`config.mk`:
```
export PLATFORM = sky130hd
export DESIGN_NAME = writeback_stage
export DESIGN_NICKNAME = d
export VERILOG_FILES = /design/src/rtl/wb_pkg.sv /design/src/rtl/writeback_stage_load_extract.sv /design/src/rtl/writeback_stage.sv
export SDC_FILE = /design/constraint.sdc
export NUM_CORES = 1
export LEC_CHECK = 0
export ABC_AREA = 1
export CAP_MARGIN = 10
export CORE_MARGIN = 2
export CORE_UTILIZATION = 44
export CTS_BUF_LIST = sky130_fd_sc_hd__clkbuf_4 sky130_fd_sc_hd__clkbuf_8
export CTS_CLUSTER_SIZE = 25
export DETAILED_ROUTE_END_ITERATION = 8
export GPL_TIMING_DRIVEN = 0
export PLACE_DENSITY = 0.84
export SLEW_MARGIN = 20
export SYNTH_ARGS = -nofsm -noshare
export SYNTH_HDL_FRONTEND = slang
export SYNTH_SLANG_ARGS = --single-unit
```
`constraint.sdc`:
```
create_clock -name clock -period 2 [get_ports clock]
set_clock_uncertainty 0.05 [all_clocks]
set_input_delay 0.6 -clock clock [delete_from_list [all_inputs] [get_ports clock]]
set_output_delay 0.6 -clock clock [all_outputs]
set_load 0.05 [all_outputs]
```
`src/rtl/wb_pkg.sv`:
```
// Shared types for the writeback stage: result sources, FSM states,
// load funct3 encodings and the register-file write-port bundle.
package wb_pkg;

    localparam int XLEN_DEFAULT = 32;

    typedef logic [4:0]              arch_reg_id;
    typedef logic [XLEN_DEFAULT-1:0] arch_reg;

    typedef struct packed {
        arch_reg_id addr_rd;
        logic       write_enable;
    } reg_file_write_params_t;

    typedef enum logic [1:0] {
        WB_SRC_NONE = 2'd0,
        WB_SRC_ALU  = 2'd1,
        WB_SRC_PC4  = 2'd2,
        WB_SRC_LOAD = 2'd3
    } wb_src_t;

    typedef enum logic {
        WB_IDLE      = 1'b0,
        WB_WAIT_LOAD = 1'b1
    } wb_state_t;

    localparam logic [2:0] F3_LB  = 3'b000;
    localparam logic [2:0] F3_LH  = 3'b001;
    localparam logic [2:0] F3_LW  = 3'b010;
    localparam logic [2:0] F3_LBU = 3'b100;
    localparam logic [2:0] F3_LHU = 3'b101;

endpackage

```
`src/rtl/writeback_stage_load_extract.sv`:
```
// Combinational load data extraction: selects the byte/halfword/word
// addressed inside an aligned word, extends it, and flags bad accesses.
module load_extract
    import wb_pkg::*;
#(
    parameter int XLEN = XLEN_DEFAULT
) (
    input  logic [XLEN-1:0] word_i,
    input  logic [1:0]      addr_off_i,
    input  logic [2:0]      funct3_i,
    output logic [XLEN-1:0] value_o,
    output logic            fault_o
);

    logic [7:0]  byte_sel;
    logic [15:0] half_sel;

    always_comb begin
        byte_sel = word_i[{addr_off_i, 3'b000} +: 8];
        half_sel = word_i[{addr_off_i[1], 4'b0000} +: 16];
        value_o  = '0;
        fault_o  = 1'b0;
        case (funct3_i)
            F3_LB:  value_o = {{(XLEN-8){byte_sel[7]}}, byte_sel};
            F3_LBU: value_o = {{(XLEN-8){1'b0}}, byte_sel};
            F3_LH: begin
                value_o = {{(XLEN-16){half_sel[15]}}, half_sel};
                fault_o = addr_off_i[0];
            end
            F3_LHU: begin
                value_o = {{(XLEN-16){1'b0}}, half_sel};
                fault_o = addr_off_i[0];
            end
            F3_LW: begin
                value_o = word_i;
                fault_o = |addr_off_i;
            end
            // 011 and 11x are not RV32 loads
            default: fault_o = 1'b1;
        endcase
    end

endmodule

```
`src/rtl/writeback_stage.sv`:
```
// Final pipeline stage: selects ALU/PC+4/load result, waits for load data,
// drives the register-file write port and counts retired instructions.
module writeback_stage
    import wb_pkg::*;
#(
    parameter int XLEN          = XLEN_DEFAULT,
    parameter int INSTRET_WIDTH = 64
) (
    input  logic                     clock,
    input  logic                     reset,
    input  logic                     in_valid,
    output logic                     in_ready,
    input  logic [4:0]               in_rd,
    input  logic [1:0]               in_src,
    input  logic [XLEN-1:0]          in_alu_result,
    input  logic [XLEN-1:0]          in_pc_plus4,
    input  logic [2:0]               in_load_funct3,
    input  logic                     mem_rsp_valid,
    input  logic [XLEN-1:0]          mem_rsp_data,
    output logic [5:0]               write_params,
    output logic [XLEN-1:0]          data_rd,
    output logic                     load_fault,
    output logic [INSTRET_WIDTH-1:0] instret
);

    wb_state_t              state_q,    state_d;
    arch_reg_id             pend_rd_q,  pend_rd_d;
    logic [2:0]             pend_f3_q,  pend_f3_d;
    logic [1:0]             pend_off_q, pend_off_d;
    reg_file_write_params_t wp_q,       wp_d;
    logic [XLEN-1:0]        data_q,     data_d;
    logic                   fault_q,    fault_d;
    logic [INSTRET_WIDTH-1:0] instret_q, instret_d;

    logic [XLEN-1:0] ld_value;
    logic            ld_fault;

    load_extract #(.XLEN(XLEN)) u_extract (
        .word_i     (mem_rsp_data),
        .addr_off_i (pend_off_q),
        .funct3_i   (pend_f3_q),
        .value_o    (ld_value),
        .fault_o    (ld_fault)
    );

    assign in_ready     = (state_q == WB_IDLE);
    assign write_params = wp_q;
    assign data_rd      = data_q;
    assign load_fault   = fault_q;
    assign instret      = instret_q;

    always_comb begin
        state_d           = state_q;
        pend_rd_d         = pend_rd_q;
        pend_f3_d         = pend_f3_q;
        pend_off_d        = pend_off_q;
        wp_d.addr_rd      = wp_q.addr_rd;
        wp_d.write_enable = 1'b0;
        data_d            = data_q;
        fault_d           = 1'b0;
        instret_d         = instret_q;
        case (state_q)
            WB_IDLE: begin
                if (in_valid) begin
                    if (in_src == WB_SRC_LOAD) begin
                        pend_rd_d  = in_rd;
                        pend_f3_d  = in_load_funct3;
                        pend_off_d = in_alu_result[1:0];
                        state_d    = WB_WAIT_LOAD;
                    end else begin
                        case (in_src)
                            WB_SRC_ALU: data_d = in_alu_result;
                            WB_SRC_PC4: data_d = in_pc_plus4;
                            default:    data_d = '0;
                        endcase
                        wp_d.addr_rd      = in_rd;
                        wp_d.write_enable = (in_src != WB_SRC_NONE) && (in_rd != 5'd0);
                        instret_d         = instret_q + INSTRET_WIDTH'(1);
                    end
                end
            end
            WB_WAIT_LOAD: begin
                if (mem_rsp_valid) begin
                    state_d   = WB_IDLE;
                    instret_d = instret_q + INSTRET_WIDTH'(1);
                    // A faulted load retires but leaves the last write data visible
                    if (ld_fault) begin
                        fault_d = 1'b1;
                    end else begin
                        wp_d.addr_rd      = pend_rd_q;
                        wp_d.write_enable = (pend_rd_q != 5'd0);
                        data_d            = ld_value;
                    end
                end
            end
            default: state_d = WB_IDLE;
        endcase
    end

    always_ff @(posedge clock) begin
        if (reset) begin
            state_q    <= WB_IDLE;
            pend_rd_q  <= '0;
            pend_f3_q  <= '0;
            pend_off_q <= '0;
            wp_q       <= '0;
            data_q     <= '0;
            fault_q    <= 1'b0;
            instret_q  <= '0;
        end else begin
            state_q    <= state_d;
            pend_rd_q  <= pend_rd_d;
            pend_f3_q  <= pend_f3_d;
            pend_off_q <= pend_off_d;
            wp_q       <= wp_d;
            data_q     <= data_d;
            fault_q    <= fault_d;
            instret_q  <= instret_d;
        end
    end

endmodule

```
After elaboration in Yosys (flattened, before gate mapping)
Cells that the tools add are included.

Flip-flop bits (word level): 114. Word-level logic and storage cells: 59.

Mux-type cells: 22. Shifts and indexed selects: 2. Equality and inequality tests: 11. Bitwise operators: 2. Add/subtract/negate cells: 1. Reduce and logical (&&, ||, !) cells: 12.

Operator list (number): $mux W64 (3); $pmux W32 S5 (1); $mux W32 (4); $pmux W32 S2 (2); $pmux W64 S2 (1); $add A64 B1 Y64 const B (1); $shiftx A32 B6 Y16 (1); $shiftx A32 B6 Y8 (1); $mux W6 (4); $pmux W6 S2 (1); $reduce_bool A5 Y1 (2); $ne A2 B2 Y1 const B (4); $eq A3 B3 Y1 const B (2); $reduce_and A3 Y1 (2); $reduce_or A2 Y1 (3); $eq A2 B2 Y1 const B (2); $mux W1 (4); $reduce_and A4 Y1 (1); $eq A3 B1 Y1 const B (1); $eq A3 B2 Y1 const B (1); $logic_not A3 Y1 (1); $pmux W1 S3 (1); $reduce_or A3 Y1 (1); $eq A2 B1 Y1 const B (1); other kinds (4) (5).

Logic depth before layout (Yosys ltp)
Gate-level depths: netlist of run 1.

Word-level depth: 6. Gate-level depth with buffers: 12. Gate-level depth less buffers: 11.

Cells and area by module
Synthesis of run 1 repeated with hierarchy kept, for this count alone.

Cell total of the unflattened synthesis: 1229. Area, all modules: 7357.1 um^2.

Modules (own cells, without submodules): writeback_stage (cells each 1001, seq. area each 2282.2 um^2, area each 6376.1 um^2, times used 1); load_extract (cells each 228, seq. area each 0.0 um^2, area each 980.9 um^2, times used 1).

Least setup slack after synthesis of run 1
No wires, ideal clock.

Path type: input to register. From: in in_src[0]. To: reg instret_q[53], in the netlist instret[53]. Data required time: 1835 ps. Cell stages on the path: 12. Library setup time: 115 ps. Arrival: 1857 ps. Slack: -22 ps. Cells stage by stage: ha_1 nor2_4 nand2_1 nand2_2 buf_6 nand2_2 inv_2 nand4_1 nor2_1 nand2_1 nand2_1 nor2_1.

Cells in the longest elaborated chain, start to end: 3.

RTL lines: start, declared (RTL line writeback_stage.sv:14) `input logic [1:0] in_src,`; $eq A2 B2 Y1 (RTL line writeback_stage.sv:65) `if (in_src == WB_SRC_LOAD) begin`; $ne A2 B2 Y1 (no source line); $reduce_and A3 Y1 (no source line); end signal, assigned (RTL line writeback_stage.sv:118) `instret_q <= instret_d;`; end, declared (RTL line writeback_stage.sv:33) `logic [INSTRET_WIDTH-1:0] instret_q, instret_d;`.

No other way between the ends. A chain may end at the register's enable or synchronous reset.

Worst setup path after layout of run 1
From: reg data_q[1], in the netlist data_rd[1]. To: out data_rd[1].

RTL lines: start, declared (RTL line writeback_stage.sv:31) `logic [XLEN-1:0] data_q, data_d;`; start signal, assigned (RTL line writeback_stage.sv:116) `data_q <= data_d;`; end, declared (RTL line writeback_stage.sv:21) `output logic [XLEN-1:0] data_rd,`.

No word-level cell between the ends.

==> flow_summary.toml, run 1 <==
[outcome]
outcome = "finished, final reports clean"

[sta]
rsz0062_at_grt = "true"
fin_crit_ns = 1.993
fmax_mhz = 501.6
maxSlewViolCount = 0
final.period_utilization_pct = 99.67
hold-worst-slack_ns = 0.4160
relSlewSlack_pct = 51.96
finalHoldViolCount = 0
setup_tns_ns = 0
tightest_slew_ns = 0.7131
setup_viol = 0

[worst_setup_path]
cp_num_buf_inv = 1
cp-start-kind = "register"
crit_type = "register to output pin"
cpPeakStageDelay_ns = 0.56
crit_chain = "dlygate4sd2_1"
required_ns = 1.35
crit_family = "buffers and inverters"
cp-end-kind = "output pin"
crit_arrival_ns = 1.34
crit_path_max_fanout = 2
cp_slowest_cell = "dlygate4sd2_1"

[clock_tree]
cts.sinks = 114
clkLatencyLatePin_ns = 0.46
numCtsBuffers = 17
cts_tree = "built"
cts_buffer_depth = 2
root_buffer = "clkbuf_8"
clkTransAtPathRegs_ns = 0.08
htreeDepth = 4

[floorplan]
initial_core_util_pct = 45.48
die_area_um2 = 16850
die_h_um = 129.8
rows = 45
ios = 214
die_w_um = 129.8
coreArea_um2 = 15310

[finish]
fin_area_um2 = 10020
drive_gt1_share_pct = 14.47
final_core_util_pct = 65.40
layout.nets = 1472
area_growth_pct = 43.79

[detailed_routing]
drtAntennaViolNets = 0
drtPass1Iterations = 6
drc = 0
wirelength_um = 25180
viasPerCell = 5.332
drtIter0Drc = 800
via_count = 8424
wire_per_inst_um = 15.93

[placement]
place_hpwl_um = 19700
gp_congestion = 0.9643
placed_area_um2 = 9366
portBuffers = 213

[grt]
grt_max_degree = 17
grt.overflow.total = 0
grt_pass1_vias = 7952
grt_pass1_wl_um = 39280
grt_use_total_pct = 30.16
antenna_found_initial = 1

[run]
maxCapViolations = 0

[synthesis]
synthesis.nets = 1226
yosysUniqueCellTypes = 40
netlist_instances = 1111
synthTopCellsByArea = "dfxtp_1 (33%), nand2_1 (15%), nor2_1 (8.8%)"
yosys.area.top_type = "dfxtp_1"
syn_avg_cell_area_um2 = 6.270
synth_top_area_share_pct = 32.76
yosys_warnings = 0
ys_ff_latch = 114
synthesis.area_um2 = 6965
seq_area_frac_synth_pct = 32.76

[min_path]
hp-class = "register to register"

[power]
p_per_area_nw_per_um2 = 598.2
vdd_ir_drop_max_v = 0.0003893
total_power_uw = 5992
leakagePower_uw = 0.003929
## cell families (layout without fill, tap and decap cells)
kind of cell | Yosys count | in the layout | share of synthesized area [%]
compound gates | 226 | 226 | 18.93
other cells | 0 | 1 | 0
buf+inv | 158 | 415 | 9.089
simple gates | 604 | 604 | 37.81
fa+ha+maj | 5 | 5 | 0.8981
flops | 114 | 114 | 32.76
xor+xnor | 4 | 4 | 0.5031
## cells in the mapped netlist (all sizes together)
cell      n
a211oi    5
a21boi    7
a21oi    81
a22o     32
a31oi     1
buf      15
clkbuf   29
clkinv    1
dfxtp   114
ha        5
inv     113
nand2   290
nand3    84
nand3b    4
nand4    25
nor2    174
nor3     14
nor3b     4
nor4      1
o211ai    7
o21a      2
o21ai    90
o21bai    1
or2       8
xnor2     2
xor2      2
## worst paths after layout
path / start / endpoint / slack [ns] / cells after the start
max: data_rd[1] / data_rd[1] / 0.007 / 1
min: instret[0] / instret[0] / 0.42 / 1
max reg2reg: instret[19] / instret[62] / 0.11 / 9
min reg2reg: instret[0] / instret[0] / 0.42 / 1
## layout make-up
cell class                 count  area [µm²]
timing repair buffer         227        2252
fill                        1439        5299
inverter                     114       432.9
antenna                        1       2.502
clock inverter                 5       75.07
clock buffer                  25       325.3
buffer                        44       229.0
sequential                   114        2286
multi-input combinational    839        4149
tap                          211       264.0
## layer usage
metal  GRT usage, %  vias up  part of all wire, %
met5              0        -                    0
met4          17.27        0                  4.7
met3          7.339       79                  8.4
met2          53.77      414                   50
met1          32.61     3781                   37
li1               -     4150                    -
## power by group
group          internal, µW  switching (µW)
Combinational           515             806
Sequential             2360            53.8
Clock                  1290             964
## registers in the layout, indices dropped and copies added, names as in the netlist
register and flops:
state_q 1, load_fault 1, pend_off_q 2, pend_rd_q 5, data_rd 32, write_params 6
pend_f3_q 3, instret 64
## cell usage in the layout (no fill, tap or decap), types with 23 or more instances in the layout
master and instances:
nand2_1 277, nor2_1 152, dfxtp_1 111, inv_1 108
clkdlybuf4s50_1 106, o21ai_0 86, a21oi_1 80, nand3_1 78
clkdlybuf4s15_2 58, a22o_1 32, nand4_1 24, clkbuf_8 23
## timing repair
item	in CTS	in global routing
pin swaps	5	5
hold buffers	0	0
endpoints found under the setup margin	166	87
resized for setup	265	66
setup buffers	5	9
## per-stage QoR
step           cells  setup slack [ns]
2_1_floorplan   1111          0.003233
3_3_place_gp    1535           -0.8680
3_5_place_dp    1535           -0.9077
4_1_cts         1570           -0.1637
5_1_grt         1580          -0.01506
6_report        1580          0.006507
No activity file was read; power rests on OpenSTA's default activity.
==> inputs of run 2 (changes only) <==
--- a/config.mk
+++ b/config.mk
@@ -8,12 +8,12 @@
 export ABC_AREA = 1
 export CAP_MARGIN = 10
 export CORE_MARGIN = 2
-export CORE_UTILIZATION = 44
+export CORE_UTILIZATION = 25
 export CTS_BUF_LIST = sky130_fd_sc_hd__clkbuf_4 sky130_fd_sc_hd__clkbuf_8
 export CTS_CLUSTER_SIZE = 25
 export DETAILED_ROUTE_END_ITERATION = 8
 export GPL_TIMING_DRIVEN = 0
-export PLACE_DENSITY = 0.84
+export PLACE_DENSITY = 0.55
 export SLEW_MARGIN = 20
 export SYNTH_ARGS = -nofsm -noshare
 export SYNTH_HDL_FRONTEND = slang
==> run 2 against run 1 <==
  * Sequential power about the same
  * Sequential cell count unchanged
  * Global-route usage shrank 11 points
  * Routed wire length is 13% higher
  * Setup slack better by 0.035 ns
  * Die area increased by 73%
  * Critical path depth is the same
  * Fmax rose by 1.8%
  * Largest power group unchanged
==> flow_summary.toml, run 2 (same netlist as run 1, synthesis figures left out) <==
[detailed_routing]
drtIter0Drc = 655
drtPass1Iterations = 5
drtAntennaViolNets = 0
wirelength_um = 28570
via_count = 8275
viasPerCell = 4.734
drc = 0
wire_per_inst_um = 16.34

[worst_setup_path]
cp_num_buf_inv = 1
crit_chain = "buf_2"
cpPeakStageDelay_ns = 0.53
r2r_slack_ns = 0.12
crit_family = "flip-flops"
cp_slowest_cell = "dfxtp_1"
crit_arrival_ns = 1.31
cp-start-kind = "register"
crit_type = "register to output pin"
required_ns = 1.35
crit_path_max_fanout = 7
cp-end-kind = "output pin"

[floorplan]
die_w_um = 170.9
ios = 214
die_h_um = 170.9
rows = 61
die_area_um2 = 29210
coreArea_um2 = 27630
initial_core_util_pct = 25.21

[clock_tree]
htreeDepth = 4
postCtsHoldBufs = 0
cts_buffer_depth = 2
cts.sinks = 114
clkLatencyLatePin_ns = 0.45
numCtsBuffers = 17
cts_tree = "built"
clkTransAtPathRegs_ns = 0.08
root_buffer = "clkbuf_8"

[power]
vdd_ir_drop_max_v = 0.0002899
combPwrFrac_pct = 22.5
p_clk_share_pct = 37.1
p_sw_share_pct = 33.71
p_per_area_nw_per_um2 = 586.0
power_switching_uw = 2010
seq_power_share_pct = 40.4
leakagePower_uw = 0.003903
p_int_uw = 3952
total_power_uw = 5962

[finish]
final_cell_mix = "nand2_1 (276), nor2_1 (145), inv_1 (108)"
final_core_util_pct = 36.83
largest_reg_flops = 64
num-fill-cells = 3085
area_growth_pct = 46.08
layout.nets = 1471
drive_gt1_share_pct = 17.68
mostFrequentLayoutCell = "nand2_1"
fin_area_um2 = 10170

[sta]
relSlewSlack_pct = 54.04
hold-worst-slack_ns = 0.4130
finalHoldViolCount = 0
maxSlewViolCount = 0
setup_tns_ns = 0
setup_viol = 0
rsz0062_at_grt = "true"
tightest_slew_ns = 0.6893
final.period_utilization_pct = 97.92
fmax_mhz = 510.6
fin_crit_ns = 1.958

[grt]
antenna_found_initial = 2
grt.overflow.total = 0
grt_max_degree = 17
grt_use_total_pct = 19.43
grt_pass1_wl_um = 43240
grt_pass1_vias = 7839

[outcome]
outcome = "finished, final reports clean"

[placement]
place_hpwl_um = 22760
gp_congestion = 0.8859
placed_area_um2 = 9575
portBuffers = 213

[run]
maxCapViolations = 0

[min_path]
hp-class = "register to register"
## run 2: worst paths after layout
path                from     endpoint  cells past startpoint
max          instret[51]  instret[51]                      1
min           instret[0]   instret[0]                      1
max reg2reg   instret[1]  instret[62]                     10
min reg2reg   instret[0]   instret[0]                      1
## run 2: power by group through the flow
stage	Combinational [µW]	Clock (µW)	Sequential, µW
finish	1340	2210	2410
global route	1450	2360	2420
CTS	1340	2270	2410
detailed placement	1360	0	2460
global placement	1360	0	2460
floorplan	491	0	2710
## run 2: layer usage
metal / track usage, % / part of all wire, % / vias up
li1: - / - / 4149
met1: 22.34 / 41 / 3800
met2: 35.05 / 49 / 290
met3: 5.598 / 7.9 / 34
met4: 5.269 / 1.8 / 2
met5: 0 / 0.049 / -
## run 2: final cells by class
cell class | count | area, µm² | area share (%)
plain buffers | 44 | 246.5 | 2.423
flip-flops and latches | 114 | 2292 | 22.53
inverters | 114 | 430.4 | 4.230
clock inverters | 12 | 121.4 | 1.193
repair buffers | 226 | 2117 | 20.81
multi-input cells | 839 | 4223 | 41.50
well taps | 378 | 473.0 | 4.648
diodes | 1 | 2.502 | 0.02459
clock buffers | 20 | 269.0 | 2.644
## run 2: repair_timing
action / 4_1_cts / 5_1_grt
pin swaps: 6 / 11
endpoints found under the setup margin: 172 / 110
resized for setup: 301 / 122
setup buffers: 4 / 9
## run 2: through the flow
step | instances | worst slack (ns)
after floorplan | 1111 | 0.003233
after global routing | 1747 | -0.01724
final | 1748 | 0.04155
after CTS | 1738 | -0.1857
after global placement | 1702 | -0.9045
after detailed placement | 1702 | -0.9115
